File: src/rtl/bsg_wormhole_concentrator_out_buffered.sv
// Wormhole deconcentrator: one concentrated input link is steered by header
// cid (minus cid_base_p) to one of num_out_p buffered output links.
// Ports: clk_i, reset_n_i (async, active-low);
//   concentrated_link_{v_i,data_i,ready_and_rev_o}: input, ready-and;
//   links_{v_o,data_o,ready_and_rev_i}: per-output links;
//   drop_count_o / drop_v_o: saturating count and pulse for dropped packets.
module bsg_wormhole_concentrator_out_buffered #(
  parameter int flit_width_p   = 16,
  parameter int len_width_p    = 4,
  parameter int cid_width_p    = 4,
  parameter int cord_width_p   = 4,
  parameter int num_out_p      = 4,
  parameter int out_fifo_els_p = 2,
  parameter int cid_base_p     = 0,
  parameter int drop_bad_cid_p = 1
) (
  input  logic                              clk_i,
  input  logic                              reset_n_i,
  input  logic                              concentrated_link_v_i,
  input  logic [flit_width_p-1:0]           concentrated_link_data_i,
  output logic                              concentrated_link_ready_and_rev_o,
  output logic [num_out_p-1:0]              links_v_o,
  output logic [num_out_p*flit_width_p-1:0] links_data_o,
  input  logic [num_out_p-1:0]              links_ready_and_rev_i,
  output logic [15:0]                       drop_count_o,
  output logic                              drop_v_o
);

  localparam int dw = (num_out_p > 1) ? $clog2(num_out_p) : 1;

  typedef enum logic [1:0] {HEADER, BODY, DROP} state_e;

  // FIFO num_out_p is the two-entry input stage; 0..num_out_p-1 are outputs.
  logic [num_out_p:0]    f_push, f_pop, f_full, f_v;
  logic [flit_width_p-1:0] f_data [num_out_p+1];

  state_e                 state_r, state_n;
  logic [len_width_p-1:0] cnt_r;
  logic [dw-1:0]          dest_r, sel;
  logic [15:0]            drop_cnt_r;
  logic                   drop_v_r, ready_r;

  logic [flit_width_p-1:0] head;
  logic                    head_v;
  logic [len_width_p-1:0]  hdr_len;
  logic [cid_width_p-1:0]  hdr_cid;
  logic [cid_width_p:0]    idx;
  logic                    in_range, room;
  logic [num_out_p-1:0]    oh;
  logic steer_pop, steer_push, load, dec, drop;

  assign head    = f_data[num_out_p];
  assign head_v  = f_v[num_out_p];
  assign hdr_len = head[cord_width_p +: len_width_p];
  assign hdr_cid = head[cord_width_p+len_width_p +: cid_width_p];

  // Borrow out of the extra bit flags cid < cid_base_p.
  assign idx = {1'b0, hdr_cid} - (cid_width_p+1)'(cid_base_p);
  assign in_range = ~idx[cid_width_p]
                  && (idx < (cid_width_p+1)'(num_out_p));

  assign sel = (state_r == HEADER) ? idx[dw-1:0] : dest_r;

  always_comb begin
    oh = '0;
    for (int i = 0; i < num_out_p; i++) oh[i] = (sel == dw'(i));
  end

  assign room = |(oh & ~f_full[num_out_p-1:0]);

  assign concentrated_link_ready_and_rev_o = ready_r & ~f_full[num_out_p];

  assign f_push = {concentrated_link_v_i & concentrated_link_ready_and_rev_o,
                   oh & {num_out_p{steer_push}}};
  assign f_pop  = {steer_pop, links_ready_and_rev_i};

  for (genvar g = 0; g <= num_out_p; g++) begin : fifo
    localparam int els = (g == num_out_p) ? 2 : out_fifo_els_p;
    localparam int pw  = $clog2(els);
    localparam int cw  = $clog2(els + 1);
    logic [flit_width_p-1:0] mem [els];
    logic [pw-1:0] rp, wp;
    logic [cw-1:0] n;
    logic wr, rd;
    logic [flit_width_p-1:0] din;

    assign din       = (g == num_out_p) ? concentrated_link_data_i : head;
    assign f_full[g] = (n == cw'(els));
    assign f_v[g]    = (n != '0);
    assign f_data[g] = mem[rp];
    // Full blocks the push even when a pop happens in the same cycle.
    assign wr = f_push[g] & ~f_full[g];
    assign rd = f_pop[g] & f_v[g];

    always_ff @(posedge clk_i or negedge reset_n_i) begin
      if (!reset_n_i) begin
        rp <= '0;
        wp <= '0;
        n  <= '0;
      end else begin
        if (wr) wp <= (wp == pw'(els-1)) ? '0 : wp + pw'(1);
        if (rd) rp <= (rp == pw'(els-1)) ? '0 : rp + pw'(1);
        unique case ({wr, rd})
          2'b10:   n <= n + cw'(1);
          2'b01:   n <= n - cw'(1);
          default: ;
        endcase
      end
    end

    always_ff @(posedge clk_i) begin
      if (wr) mem[wp] <= din;
    end
  end

  for (genvar i = 0; i < num_out_p; i++) begin : link
    assign links_v_o[i] = f_v[i];
    assign links_data_o[i*flit_width_p +: flit_width_p] = f_data[i];
  end

  always_ff @(posedge clk_i or negedge reset_n_i) begin
    if (!reset_n_i) state_r <= HEADER;
    else            state_r <= state_n;
  end

  always_comb begin
    state_n = state_r;
    unique case (state_r)
      HEADER:
        if (load && hdr_len != '0) state_n = drop ? DROP : BODY;
      BODY, DROP:
        if (dec && cnt_r == len_width_p'(1)) state_n = HEADER;
      default: state_n = HEADER;
    endcase
  end

  always_comb begin
    steer_pop  = 1'b0;
    steer_push = 1'b0;
    load       = 1'b0;
    dec        = 1'b0;
    drop       = 1'b0;
    unique case (state_r)
      HEADER:
        if (head_v) begin
          if (in_range) begin
            if (room) begin
              steer_pop  = 1'b1;
              steer_push = 1'b1;
              load       = 1'b1;
            end
          end else if (drop_bad_cid_p != 0) begin
            steer_pop = 1'b1;
            load      = 1'b1;
            drop      = 1'b1;
          end
        end
      BODY:
        if (head_v && room) begin
          steer_pop  = 1'b1;
          steer_push = 1'b1;
          dec        = 1'b1;
        end
      DROP:
        if (head_v) begin
          steer_pop = 1'b1;
          dec       = 1'b1;
        end
      default: ;
    endcase
  end

  always_ff @(posedge clk_i or negedge reset_n_i) begin
    if (!reset_n_i) begin
      cnt_r      <= '0;
      dest_r     <= '0;
      drop_cnt_r <= '0;
      drop_v_r   <= 1'b0;
      ready_r    <= 1'b0;
    end else begin
      ready_r  <= 1'b1;
      drop_v_r <= drop;
      if (load) begin
        cnt_r  <= hdr_len;
        dest_r <= idx[dw-1:0];
      end else if (dec) begin
        cnt_r <= cnt_r - len_width_p'(1);
      end
      if (drop && drop_cnt_r != '1) drop_cnt_r <= drop_cnt_r + 16'd1;
    end
  end

  assign drop_count_o = drop_cnt_r;
  assign drop_v_o     = drop_v_r;

  a_params: assert property (@(posedge clk_i)
    (num_out_p <= (1 << cid_width_p))
    && (flit_width_p >= cord_width_p + len_width_p + cid_width_p));

  a_bad_cid: assert property (@(posedge clk_i) disable iff (!reset_n_i)
    !(state_r == HEADER && head_v && !in_range && drop_bad_cid_p == 0));

endmodule

File: config.mk
export PLATFORM = sky130hd
export DESIGN_NAME = bsg_wormhole_concentrator_out_buffered
export DESIGN_NICKNAME = d
export VERILOG_FILES = /design/src/rtl/bsg_wormhole_concentrator_out_buffered.sv
export SDC_FILE = /design/constraint.sdc
export NUM_CORES = 1
export LEC_CHECK = 0
export CAP_MARGIN = 20
export CORE_MARGIN = 2
export CORE_UTILIZATION = 45
export CTS_BUF_LIST = sky130_fd_sc_hd__clkbuf_16
export DETAILED_ROUTE_END_ITERATION = 10
export PLACE_DENSITY = 0.79
export RECOVER_POWER = 50
export SYNTH_ARGS = -nofsm -noshare
export SYNTH_HDL_FRONTEND = slang
export SYNTH_SLANG_ARGS = --single-unit
export TNS_END_PERCENT = 5
File: constraint.sdc
create_clock -name clk_i -period 3.3 [get_ports clk_i]
set_input_delay 0.33 -clock clk_i [delete_from_list [all_inputs] [get_ports clk_i]]
set_output_delay 0.33 -clock clk_i [all_outputs]
set_load 0.01 [all_outputs]
# [Word-level counts from Yosys, hierarchy flattened]
# Memories as Yosys holds them, arrays and structs flattened.
# Index checks and enable logic that the tools add are counted.
[word_totals] regBits=46 ram_bits=160 inputBits=23 output_inout_bits=86 elab_cells=160 mem_count=5
[memory_table] name="fifo[0].mem" words=2 width=16 read_ports=1 rd_ports_with_merged_regs=0 wr=1 line_no="81" text="logic [flit_width_p-1:0] mem [els];"
[memory_table] name="fifo[1].mem" words=2 width=16 read_ports=1 rd_ports_with_merged_regs=0 wr=1 line_no="81"
[memory_table] name="fifo[2].mem" words=2 width=16 read_ports=1 rd_ports_with_merged_regs=0 wr=1 line_no="81"
[memory_table] name="fifo[3].mem" words=2 width=16 read_ports=1 rd_ports_with_merged_regs=0 wr=1 line_no="81"
[memory_table] name="fifo[4].mem" words=2 width=16 read_ports=1 rd_ports_with_merged_regs=0 wr=1 line_no="81"
[op_classes] add_sub_neg=22 magnitude_cmp=1 eq_ne=24 muxes=46 n_bitwise=20 reduce_logical=21
[ops] operator="1-bit two-way mux" count=31
[ops] operator="2-bit == test (second input constant)" count=13
[ops] operator="2-bit case mux with 2 select lines" count=6
[ops] operator="2-bit nonzero test" count=11
[ops] operator="16-bit by 1-bit adder with 16-bit output (second input constant)" count=1
[ops] operator="16-bit != test (second input constant)" count=1
[ops] operator="2-bit by 1-bit == test with 1-bit output (second input constant)" count=7
[ops] operator="1-bit AND" count=12
[ops] operator="1-bit adder (second input constant)" count=10
[ops] operator="2-bit by 1-bit adder with 2-bit output (second input constant)" count=5
[ops] operator="2-bit by 1-bit subtractor with 2-bit output (second input constant)" count=5
[ops] operator="4-bit AND" count=2
[ops] operator="2-bit two-way mux" count=4
[ops] operator="4-bit two-way mux" count=2
[ops] operator="1-bit NOT" count=5
[ops] operator="4-bit by 1-bit == test with 1-bit output (second input constant)" count=1
[ops] operator="1-bit logical AND" count=4
[ops] operator="2-bit zero test" count=2
[ops] operator="4-bit by 3-bit less-than comparator with 1-bit output (second input constant)" count=1
[ops] operator="4-bit NOT" count=1
[ops] operator="1-bit case mux with 2 select lines" count=2
[ops] operator="4-bit nonzero test" count=1
[ops] operator="4-bit OR reduction" count=1
[ops] operator="4-bit by 1-bit subtractor with 4-bit output (second input constant)" count=1
[ops] operator="5 further kinds" count=5

# [Longest topological paths before layout]
# Gate-level depths: netlist of the first run.
[depth] ltp_word=13 mapped_depth=12 mapped_depth_nobuf=11

# [Worst setup path before layout of the first run]
# Ideal clock, no wire load.
[synth_timing] path_kind="flip-flop to flip-flop" from="register state_r[0]" to="memory fifo[1].mem[1][0], enable pin" setup_ns=0.389 arrival_ns=2.122 t_required_ns=2.911 path_slack_ns=0.789 stages_incl_launch_ff=9 n_path_buf=2 period_less_slack_ns=2.511 path_cell_list="dfrtp_1 > inv_1 > ha_1 > buf_4 > buf_2 > nand3b_1 > a21oi_1 > nand3_1 > nor2_1"
[synth_between] elab_chain_cells=13 elab_cells_between_ends=19 classes_between="eq/ne (4); mux (8); bitwise (3); reduce/logical (4)"
[synth_lines] item="from (decl)" line_no="37" text="state_e state_r, state_n;"
[synth_lines] item="from (signal assigned)" line_no="123" text="else state_r <= state_n;"
[synth_lines] item="2-bit zero test" line_no="62, 143"
[synth_lines] item="2-bit two-way mux" line_no="62" text="assign sel = (state_r == HEADER) ? idx[dw-1:0] : dest_r;"
[synth_lines] item="2-bit by 1-bit == test with 1-bit output (tied with other cells)" line_no="66" text="for (int i = 0; i < num_out_p; i++) oh[i] = (sel == dw'(i));"
[synth_lines] item="4-bit AND" line_no="69" text="assign room = |(oh & ~f_full[num_out_p-1:0]);"
[synth_lines] item="4-bit OR reduction" line_no="69"
[synth_lines] item="1-bit two-way mux" line_no="147" text="if (room) begin"
[synth_lines] item="1-bit two-way mux" line_no="146" text="if (in_range) begin"
[synth_lines] item="1-bit two-way mux" line_no="145" text="if (head_v) begin"
[synth_lines] item="1-bit case mux with 2 select lines" line_no="143" text="unique case (state_r)"
[synth_lines] item="4-bit AND *" line_no="74" text="oh & {num_out_p{steer_push}}};"
[synth_lines] item="1-bit AND *" line_no="92" text="assign wr = f_push[g] & ~f_full[g];"
[synth_lines] item="1-bit two-way mux *" line_no="112" text="if (wr) mem[wp] <= din;"
[synth_lines] item="1-bit two-way mux (not written as such) *" line_no="112"
[synth_lines] item="to (decl)" line_no="81"
# Mark *: on every way between the ends. The rest lies on a longest branch, timed or not.

# [Worst setup path in the final report of the first run]
[layout_timing] from="register state_r[0]" to="register fifo[4].n[1]"
[layout_between] elab_chain_cells=12 elab_cells_between_ends=21 classes_between="eq/ne (7); mux (7); bitwise (2); reduce/logical (5)"
[layout_lines] item="2-bit zero test" line_no="62, 143"
[layout_lines] item="2-bit two-way mux" line_no="62"
[layout_lines] item="2-bit by 1-bit == test with 1-bit output (tied with other cells)" line_no="66"
[layout_lines] item="4-bit AND" line_no="69"
[layout_lines] item="4-bit OR reduction" line_no="69"
[layout_lines] item="1-bit two-way mux" line_no="147"
[layout_lines] item="1-bit two-way mux" line_no="146"
[layout_lines] item="1-bit two-way mux" line_no="145"
[layout_lines] item="1-bit case mux with 3 select lines *" line_no="143"
[layout_lines] item="1-bit AND *" line_no="93" text="assign rd = f_pop[g] & f_v[g];"
[layout_lines] item="named net fifo[4].rd" line_no="84" text="logic wr, rd;"
[layout_lines] item="2-bit by 1-bit == test with 1-bit output or 2-bit == test (tied branches)" line_no="103" text="unique case ({wr, rd})"
[layout_lines] item="2-bit case mux with 2 select lines or 2-bit nonzero test (tied branches)"
[layout_lines] item="to (signal assigned)" line_no="104" text="2'b10: n <= n + cw'(1);"
[layout_lines] item="to (signal assigned)" line_no="105" text="2'b01: n <= n - cw'(1);"
[layout_lines] item="to (decl)" line_no="83" text="logic [cw-1:0] n;"
# Mark *: on every way through the listed nets, which the timed path passes. The rest lies on a longest branch.
# A chain may end at the register's enable or synchronous reset.

==> results of run 1 <==
==> repair_timing <==
| item | in CTS | in global routing |
|---|---|---|
| setup endpoints to repair | 0 | 0 |
| endpoints found under the hold margin | 0 | 29 |
| hold buffers | 0 | 1 |
==> cells by family after synthesis <==
kind of cell | after synthesis | synth area share
xor+xnor | 42 | 0.0446
buf+inv | 27 | 0.0130
fa+ha+maj | 12 | 0.0182
other cells | 1 | 0.000455
compound gates | 29 | 0.0258
simple gates | 84 | 0.0569
flops | 206 | 0.722
mux | 87 | 0.119
==> worst min-delay path by stage <==
stage,startpoint,to,slack [ns],cells past startpoint
6_report,reset_n_i,fifo[1].wp,0.27,2
5_1_grt,reset_n_i,fifo[1].rp,0.29,2
4_1_cts,reset_n_i,fifo[2].rp,0.07,1
3_5_place_dp,fifo[1].n[1],fifo[1].n[1],0.48,1
3_3_place_gp,fifo[1].n[1],fifo[1].n[1],0.48,1
2_1_floorplan,reset_n_i,cnt_r[0],0.03,0
==> metrics by stage <==
stage | instances | hold slack [ns]
2_1_floorplan | 488 | 0.0344
3_3_place_gp | 822 | 0.477
3_5_place_dp | 822 | 0.483
4_1_cts | 857 | 0.0690
5_1_grt | 859 | 0.295
6_report | 859 | 0.269
==> power groups by stage <==
stage               clock [mW]  combinational [mW]  sequential [mW]
floorplan                    0                1.97             3.69
global placement             0                2.87             3.88
detailed placement           0                2.98             3.91
CTS                       2.24                3.01             3.86
global route              2.35                3.17             3.92
finish                    2.20                2.95             3.86
==> layout by cell type (no fill, tap or decap), drive strengths merged, types with 8 or more instances in the layout <==
master	instances
buf	8
clkbuf	25
clkdlybuf4s50	74
dfrtp	46
dlygate4sd3	34
edfxtp	160
ha	12
inv	17
mux2	81
nand2	13
nand3	9
nor2	22
xnor2	27
xor2	15
==> routing by layer <==
layer | part of all wire | vias up | track usage
met5 | 0 | - | 0
met4 | 0.021 | 0 | 0.0521
met3 | 0.046 | 28 | 0.0272
met2 | 0.51 | 128 | 0.276
met1 | 0.42 | 2257 | 0.208
li1 | - | 2071 | -
==> layout make-up <==
type / instances / area (um^2) / area share
clock buffer: 21 / 526 / 0.0511
multi-input combinational: 255 / 2180 / 0.212
timing repair buffer: 120 / 1160 / 0.113
sequential: 206 / 5960 / 0.580
clock inverter: 14 / 119 / 0.0116
inverter: 14 / 52.6 / 0.00511
tap: 229 / 287 / 0.0279
==> flip-flops by register name, indices dropped and copies added (netlist names) <==
register      flops
cnt_r             4
dest_r            2
drop_count_o     16
drop_v_o          1
fifo.mem        160
fifo.n           10
fifo.rp           5
fifo.wp           5
ready_r           1
state_r           2
==> worst max-delay path, cell delays in order, from the launching register on <==
cell	delay, ns
dfrtp_1	0.40
inv_1	0.11
ha_1	0.52
or2_2	0.23
o22ai_1	0.12
nor4_2	0.44
nor4_1	0.15
nor4_2	0.41
ha_1	0.34
nor2_1	0.13
xor2_1	0.14
==> results.md, run 1 <==
Logic synthesis:
- The count of warnings emitted by yosys is 0.
- By area the synthesized netlist is led by edfxtp_1, dfrtp_1, mux2_2, xnor2_1, ha_1.
- Among all cell types in the netlist, the one instantiated most often is edfxtp_1.
- The number of different library cells used by synthesis comes to 50.
- The synthesized netlist net count is ~520.
- Sorting the synthesized cells by how often they occur yields edfxtp_1, mux2_2, dfrtp_1, xnor2_1, nor2_1.
- The count of flip-flops with a built-in enable after synthesis is 160.
- The fraction of the yosys area taken by sequential cells is 0.722.
- The proportion of synthesized flip-flops having asynchronous set or reset is 0.223.
- The number of register bits inferred by synthesis is 206.
- The synthesized design spends more area on one cell type than any other, namely edfxtp_1.
- The area of the mapped netlist is approximately 8200 um^2.
- The portion of synthesized cell area occupied by the leading cell type is 0.583.
- The most used flip-flop cell after synthesis is edfxtp_1.
- The post-synthesis cell count is about 490.
- A synthesized cell averages ~17 um^2.

Worst setup path:
- The required time of the critical path is around 3.7 ns.
- In this run the register-to-register setup slack is between 0.2 and 0.25 ns.
- The timing endpoint of the critical path is fifo[4].n[1].
- The worst-case reg-to-reg path depth is 10.
- Data on the critical path arrives at its endpoint at between 3 and 4 ns.
- The worst register-to-register path ends at fifo[4].n[1].
- The worst setup path is of the register to register kind.
- The sort of element at the end of the critical path is a register.
- The reg-to-reg critical path startpoint is state_r[0].
- The launch point of the critical path is state_r[0].
- Along the worst path, the maximum fanout reaches 16.
- STA classifies the critical path startpoint as a register.

STA:
- The worst slew margin relative to its limit is -0.454.
- At the pin with the least slew margin, the transition time is 2.18 ns.
- The number of pins exceeding their max-slew limit in the final report came to 41.
- The worst setup margin is 0.249 ns.
- The shortest period the worst path allows is 3.05 ns.
- Dividing the final minimum period by the clock period gives 0.925.
- Setup violations remaining at the end of the flow were counted as 0.
- The final count of hold timing violations came to 0.
- The achievable clock frequency is about 0.33 GHz.
- The setup skew after layout is between 0.007 and 0.008 ns.
- The setup TNS is 0 ns.
- Setup repair after global routing left no endpoint under its margin.

Routing:
- The average vias per placed instance is 5.22.
- After detailed routing, the average wire length per cell comes to 18.2 um.
- The detailed router placed roughly 4500 vias in this run.
- The routed wire length is approximately 16000 um.
- For this run, the detailed router's first-pass iteration total came to 7.
- After the first detailed-routing iteration, the DRC count stood at around 460.
- In the routed design, unresolved DRC markers number 0.
- In this run the remaining antenna-violating nets after routing total 0.

Layout:
- The finished cells cover slightly above 10000 um^2.
- The share of the core filled with cells in the final layout is 0.572.
- At the end of the flow, the number of nets in the layout was 652.
- The count of filler cells inserted in the layout is roughly 1300.
- The area added between synthesis and finish is 24.6%.
- The fraction of final layout cells with drive strength greater than 1 is 0.183.
- The repair_antennas step left the layout with diodes totalling 0.

Clock network:
- The clock sink count is just over 200.
- The root buffer cell chosen for the clock tree is clkbuf_16.
- TritonCTS built the clock tree.
- The total of cells resized after clock tree synthesis is 0.
- After clock tree synthesis, the clock-pin slew on the worst setup and hold paths is around 0.060 ns.
- The number of buffers inserted by post-CTS setup repair is 0.
- The number of H-tree levels is 1.
- Counting the buffers created by CTS gives 20.
- Counting along the longest clock path gives a buffer depth of 3.
- The insertion delay to the later sink of the worst-skew pair is a little under 0.5 ns.

Pwr:
- The portion of total power attributed to combinational logic is 0.327.
- Of the total power, registers draw 0.429.
- The internal portion of the total power is 6.24 mW.
- Across the VDD grid, the largest voltage drop is 0.391 mV.
- The switching share of power is 0.307.
- The analysis attributes to cell leakage a power of 3.70 nW.
- The share of power burned in the clock network is 0.244.
- In this run the power spent charging and discharging nets is between 2 and 3 mW.
- In this run the power density over the cells is between 800 and 900 nW/um^2.
- The total design power is around 9 mW.

Floorplanning:
- The number of rows created at floorplan is 49.
- The initial utilization of the core area, before any placement, comes to 0.459.
- The die covers 19400 um^2.
- The horizontal extent of the die is 139 um.
- roughly 110 I/O pins were placed.
- After floorplanning, the core was sized to cover 18000 um^2.
- Measured along the y axis, the die boundary spans between 100 and 150 um.

Global route:
- The number of antenna violations at the first check in global routing is 0.
- The total overflow reported by the global router is 0.
- The maximum number of pins on one net before global-route repair is 47.
- The first-pass GRT wire length is ~25000 um.
- The via count of the first global-routing pass is 4587.
- The aggregate global-route resource usage is 0.160.

Run status:
- The flow ran to the end, but the final reports show violations.
- The final reports fail on capacitance limit, slew limit.

Place:
- The final estimated routing congestion in global placement is between 0.8 and 0.9.
- The HPWL after detailed placement is roughly 11000 um.
- The pre-CTS worst setup slack is 0.341 ns.
- Once placement finished, the instance area stood at a little under 10000 um^2.
- The number of I/O port buffers is 108.

Hold path:
- The path class of the lowest-slack min-delay path is input port to async pin.

Job:
- The tool flagged a number of max-cap violations equal to 1.
Note: power is estimated with default switching activity, not from simulation.
==> run 2: changes to the inputs <==
==> constraint.sdc (replaced) <==
create_clock -name clk_i -period 3.3 [get_ports clk_i]
set_input_delay 0.66 -clock clk_i [delete_from_list [all_inputs] [get_ports clk_i]]
set_output_delay 0.66 -clock clk_i [all_outputs]
set_load 0.01 [all_outputs]
==> run 2 against run 1 <==
The flow still finishes with violations (capacitance limit, slew limit); power is 0.16% higher; final cell count is 0.47% higher; first-iteration DRC count is 32% lower; clock power hardly changed; critical path depth stayed put; wire length is 2.2% lower; non-clock buffer count is 1 higher; sequential cell count stayed put; via count is 0.56% lower; critical path type unchanged; critical endpoint unchanged.
==> results.md, run 2 (same netlist as run 1, synthesis figures left out) <==
Hold path:
- The path class of the lowest-slack min-delay path is input port to async pin (unchanged).

Place:
- The final estimated routing congestion in global placement was 0.839 (was 0.840).
- The number of I/O port buffers is 108 (unchanged).
- The cell area after placement was 9640 um^2 (was 9630 um^2).
- The number of placed instances, taps included is 824 (was 822).
- The HPWL after detailed placement is 10600 um (was 10700 um).

STA:
- The slew of the pin with the lowest slew margin is 1.68 ns (was 2.18 ns).
- The final-report setup violation count was 0 (unchanged).
- The shortest period the worst path allows came to 2.98 ns (was 3.05 ns).
- The setup skew after layout was 0.0117 ns (was 0.00798 ns).
- The final count of hold timing violations is 0 (unchanged).
- Setup repair after global routing missed its margin: no (unchanged).
- The achievable clock frequency is 0.336 GHz (was 0.328 GHz).
- The worst slew margin relative to its limit is -0.117 (was -0.454).
- The number of pins exceeding their max-slew limit in the final report came to 32 (was 41).
- The setup TNS is 0 ns (unchanged).
- The final hold slack is 0.276 ns (was 0.269 ns).
- The share of the clock period used by the worst path after layout is 0.902 (was 0.925).

Clock network:
- The number of H-tree levels was 1 (unchanged).
- The hold buffer count at CTS is 0 (unchanged).
- The CTS tree is built (unchanged).
- The cell chosen for the clock root is clkbuf_16 (unchanged).
- The total of cells resized after clock tree synthesis is 0 (unchanged).
- The insertion delay to the later sink of the worst-skew pair is 0.49 ns (about the same).
- The clock sink count came to 206 (unchanged).
- The clock buffer count from CTS came to 20 (unchanged).
- The clock tree buffer depth is 3 (unchanged).
- The clock slew seen by the registers of the worst setup and hold paths is 0.06 ns (about the same).
- The number of buffers inserted by post-CTS setup repair is 0 (unchanged).

Layout:
- The number of flip-flops under the largest register name is 160 (unchanged).
- The top register by number of flip-flops is fifo.mem (unchanged).
- The number of standard cells in the layout, taps in and fillers out was 863 (was 859).
- Most used cells in the layout excluding fill and tap cells: edfxtp_1, clkdlybuf4s50_1, mux2_2 (unchanged).
- The most common cell after layout, fill and taps aside is edfxtp_1 (unchanged).
- The post-route cell area is 10300 um^2 (about the same).
- The area added between synthesis and finish is 24.8% (was 24.6%).
- The final net count was 653 (was 652).
- The fraction of final layout cells with drive strength greater than 1 is 0.190 (was 0.183).

Pwr:
- The leakage power figure is 3.67 nW (was 3.70 nW).
- The worst IR drop on VDD is 0.403 mV (was 0.391 mV).
- The power density over the cells came to 876 nW/um^2 (about the same).
- The total design power is 9.02 mW (was 9.00 mW).

Floorplanning:
- The number of I/O pins is 109 (unchanged).
- The starting utilization of the core area was 0.459 (unchanged).
- The number of rows created at floorplan is 49 (unchanged).
- The die height is 139 um (unchanged).
- The horizontal extent of the die is 139 um (unchanged).
- The area of the core was 18000 um^2 (unchanged).
- The overall die area is 19400 um^2 (unchanged).

Routing:
- The number of search-and-repair iterations in the first detailed-routing pass is 5 (was 7).
- The number of DRC violations after detailed routing came to 0 (unchanged).
- The routed wire length per instance came to 17.7 um (was 18.2 um).
- The routed wire length is 15300 um (was 15700 um).
- The remaining antenna violation count after routing is 0 (unchanged).
- The average vias per placed instance was 5.17 (was 5.22).
- The DRC violation total after the first TritonRoute iteration is 313 (was 459).
- The total vias in the final route was 4459 (was 4484).

Worst setup path:
- Series of cell instances along the critical path: inv_1, ha_1, or2_2, o22ai_1, nor4_2, nor4_1, nor4_2, ha_1, nor2_1, xor2_1 (unchanged).
- The endpoint arrival time on the critical path is 3.39 ns (was 3.46 ns).
- The maximum net fanout on the critical path is 16 (unchanged).
- The critical path's largest stage delay is 0.50 ns (was 0.52 ns).
- The slack of the worst reg-to-reg path is 0.32 ns (was 0.25 ns).
- The sort of element at the end of the critical path is a register (unchanged).
- The reg-to-reg critical path startpoint is state_r[0] (unchanged).
- The critical path's slowest cell is ha_1 (unchanged).
- The critical path class is register to register (unchanged).
- The kind of start point of the critical path is a register (unchanged).
- The required time of the critical path is 3.71 ns (about the same).
- The launch point of the critical path is state_r[0] (unchanged).

Run status:
- Status: complete, but fails checks (unchanged).
- Failing checks: capacitance limit, slew limit (unchanged).

Global route:
- The number of antenna violations at the first check in global routing came to 2 (was 0).
- The total overflow reported by the global router came to 0 (unchanged).
- The maximum number of pins on one net before global-route repair was 47 (unchanged).
- The aggregate global-route resource usage is 0.157 (was 0.160).
- The via count of the first global-routing pass is 4597 (was 4587).
- The first-pass GRT wire length is 24100 um (was 24800 um).

Job:
- The count of maximum capacitance violations is 1 (unchanged).
-- run 2: cell count changes in the layout (fill, tap and decap cells not counted) --
cell,previous run,this run
clkinvlp_2,1,0
clkinv_2,3,6
clkbuf_4,0,2
clkinvlp_4,1,2
diode_2,0,2
and2_0,4,2
clkdlybuf4s50_1,74,87
and2_1,2,4
dlygate4sd3_1,34,20
inv_1,17,15
-- run 2: final timing paths --
kind / end / cells past startpoint
min: fifo[1].n[1] / 1
max in group asynchronous: cnt_r[0] / 2
max reg2reg: fifo[4].n[1] / 10
min in group clk_i: fifo[1].wp / 1
max: fifo[4].n[1] / 10
min reg2reg: fifo[1].wp / 1
-- run 2: metal layers --
metal  global-route usage  up-vias  wire (um)
li1                     -     2072          -
met1                0.204     2221       6500
met2                0.270      133       7730
met3               0.0272       33        713
met4               0.0537        0        367
met5                    0        -          0
-- run 2: metrics by stage --
stage	utilization	setup WS, ns
detailed placement	0.537	0.362
CTS	0.573	0.353
global placement	0.537	0.565
global route	0.573	0.0835
finish	0.573	0.323
floorplan	-	0.789
-- run 2: layout make-up --
type	instances	area, um^2
Fill cell	1325	7670
Sequential cell	206	5960
Multi-Input combinational cell	255	2180
Timing Repair Buffer	121	1160
Clock buffer	21	526
Tap cell	229	287
Clock inverter	15	129
Inverter	14	52.6
Antenna cell	2	5.00
-- run 2: where the power goes --
part           internal, mW  switching (mW)  leakage (nW)
clock                  1.31           0.899         0.325
combinational          1.53            1.42          1.33
sequential             3.43           0.421          2.01
total                  6.27            2.74          3.67
-- run 2: worst max-delay path, delay by kind of cell (launching register included) --
| family | cells | cell delay (ns) |
|---|---|---|
| DFF | 1 | 0.40 |
| and+or+nand+nor | 5 | 1.29 |
| xor gates and xnor gates | 1 | 0.14 |
| AOI/OAI and AO/OA | 1 | 0.12 |
| buffers and inverters | 1 | 0.11 |
| adders and majority gates | 2 | 0.83 |
